[config.mk]
export PLATFORM = sky130hd
export DESIGN_NAME = fp_mul_writeback_queue
export DESIGN_NICKNAME = d
export VERILOG_FILES = /design/src/rtl/fp_mul_writeback_queue.sv
export SDC_FILE = /design/constraint.sdc
export NUM_CORES = 1
export LEC_CHECK = 0
export BUFFER_PORTS_ARGS = -buffer_cell sky130_fd_sc_hd__buf_2
export CORE_ASPECT_RATIO = 0.75
export CORE_MARGIN = 10
export CORE_UTILIZATION = 30
export CTS_BUF_LIST = sky130_fd_sc_hd__clkbuf_4 sky130_fd_sc_hd__clkbuf_8
export DETAILED_ROUTE_END_ITERATION = 12
export GPL_TIMING_DRIVEN = 0
export PLACE_DENSITY_LB_ADDON = 0.25
export SYNTH_ARGS = -nofsm -noshare
export SYNTH_HDL_FRONTEND = slang
export SYNTH_SLANG_ARGS = --single-unit
[constraint.sdc]
create_clock -name clk -period 2.2 [get_ports clk]
set_clock_uncertainty 0.1 [all_clocks]
set_input_delay 0.44 -clock clk [delete_from_list [all_inputs] [get_ports clk]]
set_output_delay 0.44 -clock clk [all_outputs]
set_load 0.01 [all_outputs]
[src/rtl/fp_mul_writeback_queue.sv]
// Retirement queue behind the FP multiplier: classifies and cleans MULF products,
// buffers them and drains them to the FP register-file write port.
module fp_mul_writeback_queue #(
  parameter int DEPTH  = 4,
  parameter int REG_AW = 5
) (
  input  logic                     clk,
  input  logic                     reset_n,
  input  logic                     in_valid,
  output logic                     in_ready,
  input  logic [5:0]               in_opcode,
  input  logic [31:0]              in_result,
  input  logic [REG_AW-1:0]        in_dest,
  output logic                     wb_valid,
  input  logic                     wb_ready,
  output logic [31:0]              wb_data,
  output logic [REG_AW-1:0]        wb_dest,
  output logic [3:0]               wb_flags,
  output logic [3:0]               sticky_flags,
  output logic                     drop_err,
  input  logic                     flags_clear,
  output logic [$clog2(DEPTH):0]   count
);

  localparam int PW = $clog2(DEPTH);
  localparam int CW = PW + 1;
  localparam logic [5:0] MULF = 6'b011000;

  logic [31:0]       dataMem_q  [DEPTH];
  logic [REG_AW-1:0] destMem_q  [DEPTH];
  logic [3:0]        flagsMem_q [DEPTH];

  logic [PW-1:0] wrPtr_q, wrPtr_d;
  logic [PW-1:0] rdPtr_q, rdPtr_d;
  logic [CW-1:0] count_q, count_d;
  logic [3:0]    sticky_q, sticky_d;
  logic          drop_q, drop_d;

  logic        expAllOnes, expZero, fracZero;
  logic [31:0] cleanData;
  logic [3:0]  cleanFlags;
  logic        isMulf, enq, deq, dropEvent;

  assign expAllOnes = (in_result[30:23] == 8'hFF);
  assign expZero    = (in_result[30:23] == 8'h00);
  assign fracZero   = (in_result[22:0] == 23'd0);

  // Flag order is {denorm_flushed, nan, inf, zero}; a flushed denormal also reports zero.
  always_comb begin
    cleanData  = in_result;
    cleanFlags = 4'b0000;
    if (expAllOnes && fracZero) begin
      cleanFlags = 4'b0010;
    end else if (expAllOnes) begin
      cleanFlags = 4'b0100;
      cleanData  = 32'h7FC0_0000;
    end else if (expZero && !fracZero) begin
      cleanFlags = 4'b1001;
      cleanData  = {in_result[31], 31'd0};
    end else if (expZero) begin
      cleanFlags = 4'b0001;
    end
  end

  assign in_ready  = (count_q != CW'(DEPTH));
  assign wb_valid  = (count_q != '0);
  assign isMulf    = in_valid && (in_opcode == MULF);
  assign enq       = isMulf && in_ready;
  assign dropEvent = isMulf && !in_ready;
  assign deq       = wb_valid && wb_ready;

  assign wb_data  = wb_valid ? dataMem_q[rdPtr_q]  : 32'd0;
  assign wb_dest  = wb_valid ? destMem_q[rdPtr_q]  : '0;
  assign wb_flags = wb_valid ? flagsMem_q[rdPtr_q] : 4'd0;

  assign sticky_flags = sticky_q;
  assign drop_err     = drop_q;
  assign count        = count_q;

  always_comb begin
    wrPtr_d = enq ? wrPtr_q + PW'(1) : wrPtr_q;
    rdPtr_d = deq ? rdPtr_q + PW'(1) : rdPtr_q;
    count_d = count_q;
    case ({enq, deq})
      2'b10:   count_d = count_q + CW'(1);
      2'b01:   count_d = count_q - CW'(1);
      default: count_d = count_q;
    endcase
    // A clear in the same cycle as a new event loses to the event's bits.
    sticky_d = (flags_clear ? 4'd0 : sticky_q) | (deq ? wb_flags : 4'd0);
    drop_d   = (flags_clear ? 1'b0 : drop_q) | dropEvent;
  end

  always_ff @(posedge clk or negedge reset_n) begin
    if (!reset_n) begin
      wrPtr_q  <= '0;
      rdPtr_q  <= '0;
      count_q  <= '0;
      sticky_q <= 4'd0;
      drop_q   <= 1'b0;
    end else begin
      wrPtr_q  <= wrPtr_d;
      rdPtr_q  <= rdPtr_d;
      count_q  <= count_d;
      sticky_q <= sticky_d;
      drop_q   <= drop_d;
    end
  end

  // Storage is not reset; occupancy masks stale entries.
  always_ff @(posedge clk) begin
    if (enq) begin
      dataMem_q[wrPtr_q]  <= cleanData;
      destMem_q[wrPtr_q]  <= in_dest;
      flagsMem_q[wrPtr_q] <= cleanFlags;
    end
  end

endmodule

# == After elaboration in Yosys (flattened, before gate mapping) ==
# Memories as Yosys holds them, arrays and structs flattened.
# Cells that the tools add are included.
# W data, S select, Z words.
# totals
register_bits,12
ramBits,164
input_bits,48
output_inout_bits,51
mem_count,3
# mem_list
memory,words,width,rd,rd_clocked_by_memory_dff,wr,line,source
dataMem_q,4,32,1,0,1,29,logic [31:0] dataMem_q [DEPTH];
destMem_q,4,5,1,0,1,30,logic [REG_AW-1:0] destMem_q [DEPTH];
flagsMem_q,4,4,1,0,1,31,logic [3:0] flagsMem_q [DEPTH];
# classes
n_addsub,4
n_eq_ne,5
mux,16
bitwise_logic,2
reduce_logical,12
# op_table
operator,n
$mux W32,3
$mux W31,1
$mux W4,6
$logic_not A23 Y1,1
$eq A8 B8 Y1 const B,1
$logic_not A8 Y1,1
$eq A6 B5 Y1 const B,1
$logic_and A1 B1 Y1,6
$pmux W3 S2,1
$mux W5,1
$add A2 B1 Y2 const B,2
$mux W1,4
$or A4 B4 Y4,1
$add A3 B1 Y3 const B,1
$ne A3 B3 Y1 const B,1
$reduce_bool A3 Y1,1
$sub A3 B1 Y3 const B,1
$eq A2 B1 Y1 const B,1
$eq A2 B2 Y1 const B,1
$logic_not A1 Y1,2
$reduce_bool A2 Y1,1
$or A1 B1 Y1,1

# == Depth between registers and ports, before layout ==
# depth
depth_word,6
depth_mapped,10
ltp_nobuf,10

# == Worst setup path before layout ==
# Ideal clock, no wire load.
# synth_path
path_kind,input port to flip-flop
from,input port in_opcode[5]
to,memory dataMem_q[0][0] (enable)
setup_time_ns,0.402
arrival_time_ns,2.285
required_time_ns,1.698
slack_ns,-0.587
stages,4
path_buffers,0
path_cell_list,nand4b_1 or4_1 a21oi_2 and2_1
# synth_via
elab_chain_cells,5
# synth_lines
item,line,source
"start, declared",11,"input logic [5:0] in_opcode,"
$eq A6 B5 Y1,67,assign isMulf = in_valid && (in_opcode == MULF);
$logic_and A1 B1 Y1,67,
$logic_and A1 B1 Y1,68,assign enq = isMulf && in_ready;
$mux W1,112,if (enq) begin
$mux W1 (implied by the code),113,dataMem_q[wrPtr_q] <= cleanData;
"end, declared",29,
# Every way passes these cells.

# == Worst setup path in the final report ==
# layout_path
from,register rdPtr_q[0]
to,output port wb_data[0]
# layout_via
elab_chain_cells,2
# layout_lines
item,line,source
"start, declared",34,"logic [PW-1:0] rdPtr_q, rdPtr_d;"
"start signal, assigned",103,rdPtr_q <= rdPtr_d;
$mem_v2 Z4 W32,--,
$mux W32,72,assign wb_data = wb_valid ? dataMem_q[rdPtr_q] : 32'd0;
"end, declared",16,"output logic [31:0] wb_data,"
# Every way passes these cells.

==> results by group <==
GRT
  • Gr busiest metal: met2
  • Total gr overflow: 0
  • Number of global-route vias before repair: about 4200
  • Grt met2 use: 17.9%
  • Pin count of the biggest net entering global routing: 42
  • First-pass GRT wire length: between 20 and 30 mm
  • Grt met1 use: 14.1%
  • Initial antenna violation count: 0
  • Global router's overall resource usage: 11.1%
  • Met3 GRT Util: between 3 and 4%

Cells and area
  • Nets: about 570
  • Layout cells sized above 1: between 50% and 60%
  • Footprint of the multi-input gates: roughly 1900 um^2
  • # diodes: 0
  • Area growth from synthesis to layout: 26.1%
  • FF/Latch Area: roughly 5200 um^2
  • Layout Cells excl Fill: roughly 830
  • Fillcell total: between 2000 and 2500
  • Post-layout utilization of the core: about two fifths

Hold path
  • Hold Crit Class: primary input to flop
  • Hold Path Depth: 1

Synthesis
  • Syn avg cell area: 19.2 um^2
  • Ys flop type: edfxtp_1
  • Register area share after synthesis: 72.9%
  • Number of synthesized flops with an enable pin: 164
  • Syn nets: about 430
  • YS warnings: 0
  • Distinct cells, synth: 33
  • FF+latch count, synth: about 180
  • Mapped Cells: approximately 370
  • Asr flop ratio synth: under 10%
  • Synthesized area: around 7200 um^2

Die
  • IO Pins: between 90 and 100
  • Core area: 23200 um^2
  • Die width: between 150 and 200 um
  • Die height: 154 um
  • Die area: 30500 um^2
  • Initial Util: 30.8%
  • Num rows: 48

STA
  • Worst setup margin: -393 ps
  • Sum of negative setup slack: -13580 ps
  • Tightest Pin Transition: about 710 ps
  • Unrepaired setup endpoints after global routing: yes
  • Final hold vios: 0
  • Peak Freq: 386 MHz
  • Final Max Slew Viols: 0
  • Final period util: 118%
  • Finish-stage setup viols: between 40 and 50
  • Crit path time final: 2590 ps
  • Slew margin rel.: 52.5%

Clock tree
  • Clock sink total: between 150 and 200
  • CTS root buf: clkbuf_8
  • CTS tree: yes
  • Clock slew at reported path FFs: approximately 100 ps
  • Num CTS Buffers: 17
  • H-tree levels: 4
  • Clk_lat worst skew: 470 ps
  • Maximum buffer depth of the clock tree: 2

Placed design
  • Hpwl dp: ~10 mm
  • Placed insts: 772
  • GPL Wtd Cong: roughly 0.71
  • I/O Buffers: roughly 100
  • Place WS: -775 ps

Drt
  • Via Count: roughly 3800
  • Drt wl/cell: between 15 and 20 um
  • Post-DR vias/cell: approximately 4.6
  • Drt pass-1 iters: 4
  • Residual DRC: 0
  • Final wirelength: approximately 17 mm
  • Initial DRC Count: ~220
  • Final ANT Viol Nets: 0

Run status
  • Status: finished with violations
  • Failing checks: setup timing

Job
  • Max-Cap Viols: 0

Power
  • Leak: around 0.0032 uW
  • PwrDens: ~1200 nW/um^2
  • Total power draw: ~11000 uW
  • IR drop worst, VDD: 0.462 mV

Setup path
  • WP data arrival: just over 2000 ps
  • CP required: approximately 1700 ps
  • CP Capture Type: primary output
  • Crit path max fanout: 7
  • Critical Path Start Type: flop
  • Critical path class: flop to primary output
  • R2r worst-path depth: 9
layout make-up:
class / count / share of cell area (%)
buffer: 23 / 2.82
clock buffer: 17 / 2.59
clock inverter: 15 / 1.63
multi-input combinational: 164 / 20.9
timing repair buffer: 121 / 9.64
sequential: 176 / 57.8
tap: 300 / 4.15
inverter: 11 / 0.457
per-stage QoR:
| step | cell area, um^2 | hold WS, ps |
|---|---|---|
| after floorplan | 7190 | 44.4 |
| after global placement | 8050 | 237 |
| after detailed placement | 8050 | 239 |
| after CTS | 8870 | 53.0 |
| after global routing | 9040 | 44.1 |
| final | 9040 | 85.6 |
kinds of logic (layout without fill, tap and decap cells):
logic type | count (synthesis) | after routing | share of synthesized area [%]
AOI/OAI and AO/OA | 8 | 8 | 0.785
xor gates and xnor gates | 6 | 6 | 0.733
and+or+nand+nor | 100 | 101 | 8.88
DFF | 176 | 176 | 72.9
muxes | 43 | 43 | 13.2
adders and majority gates | 6 | 6 | 1.15
buffers and inverters | 35 | 187 | 2.39
critical path: stages, from the launching register on:
cell and delay, ps:
dfrtp_1 370, buf_6 160, buf_12 140, buf_12 130, mux4_2 510, and2_4 160, buf_6 110
placed cells by master (no fill, tap or decap), drive strengths merged, types with 2 or more instances in the layout:
| cell | instances |
|---|---|
| dfrtp | 12 |
| or4 | 3 |
| xnor2 | 3 |
| o22ai | 2 |
| nor4 | 6 |
| mux4 | 41 |
| o21ai | 4 |
| nand2 | 7 |
| and2 | 68 |
| clkinv | 7 |
| nor2 | 7 |
| dlygate4sd3 | 2 |
| clkbuf | 30 |
| nand4 | 3 |
| buf | 129 |
| edfxtp | 164 |
| xor2 | 3 |
| ha | 5 |
| or3 | 2 |
| inv | 18 |
| nor3 | 4 |
sequential cells by signal, summed over array words and instances, names as in the netlist:
signal and flops:
flagsMem_q 16, rdPtr_q 2, destMem_q 20, count 3
drop_err 1, dataMem_q 128, wrPtr_q 2, sticky_flags 4
routing by layer:
layer,routed length [um],vias to the layer above
met5,0,-
met4,209,0
met3,713,19
met2,7910,74
met1,7670,1961
li1,-,1735
synth_stat cells, types with 5 or more instances:
cell type,n,area share (%)
nor4_1,6,0.52
and2_4,10,1.2
clkbuf_1,13,0.68
nor2_1,6,0.31
ha_1,5,0.87
mux4_2,41,13
dfrtp_1,12,4.2
and2_1,54,4.7
nand2_1,7,0.37
inv_1,11,0.58
buf_2,6,0.42
edfxtp_1,164,69
where the power goes:
| part | switching, uW | total (uW) | internal, uW |
|---|---|---|---|
| registers | 66.3 | 3820 | 3760 |
| logic | 1920 | 4580 | 2650 |
| clock network | 1300 | 2140 | 840 |
| total | 3290 | 10500 | 7250 |
path summary, 6_finish.rpt:
check	slack, ps	to	start
hold reg to reg	430	sticky_flags[1]	sticky_flags[1]
min in group asynchronous	270	count[0]	reset_n
setup reg to reg	60	count[2]	count[2]
max in group asynchronous	1500	count[2]	reset_n
setup / recovery	-390	wb_data[0]	rdPtr_q[0]
hold / removal	90	destMem_q[2][1]	in_dest[1]
repair_timing:
item / in CTS / in global routing
pin swaps: 20 / 7
setup buffers: 12 / 7
endpoints found under the hold margin: 12 / 0
endpoints found under the setup margin: 208 / 43
resized for setup: 74 / 29
cloned: 4 / 0
hold buffers: 1 / 0
Note: power is estimated with default switching activity, not from simulation.
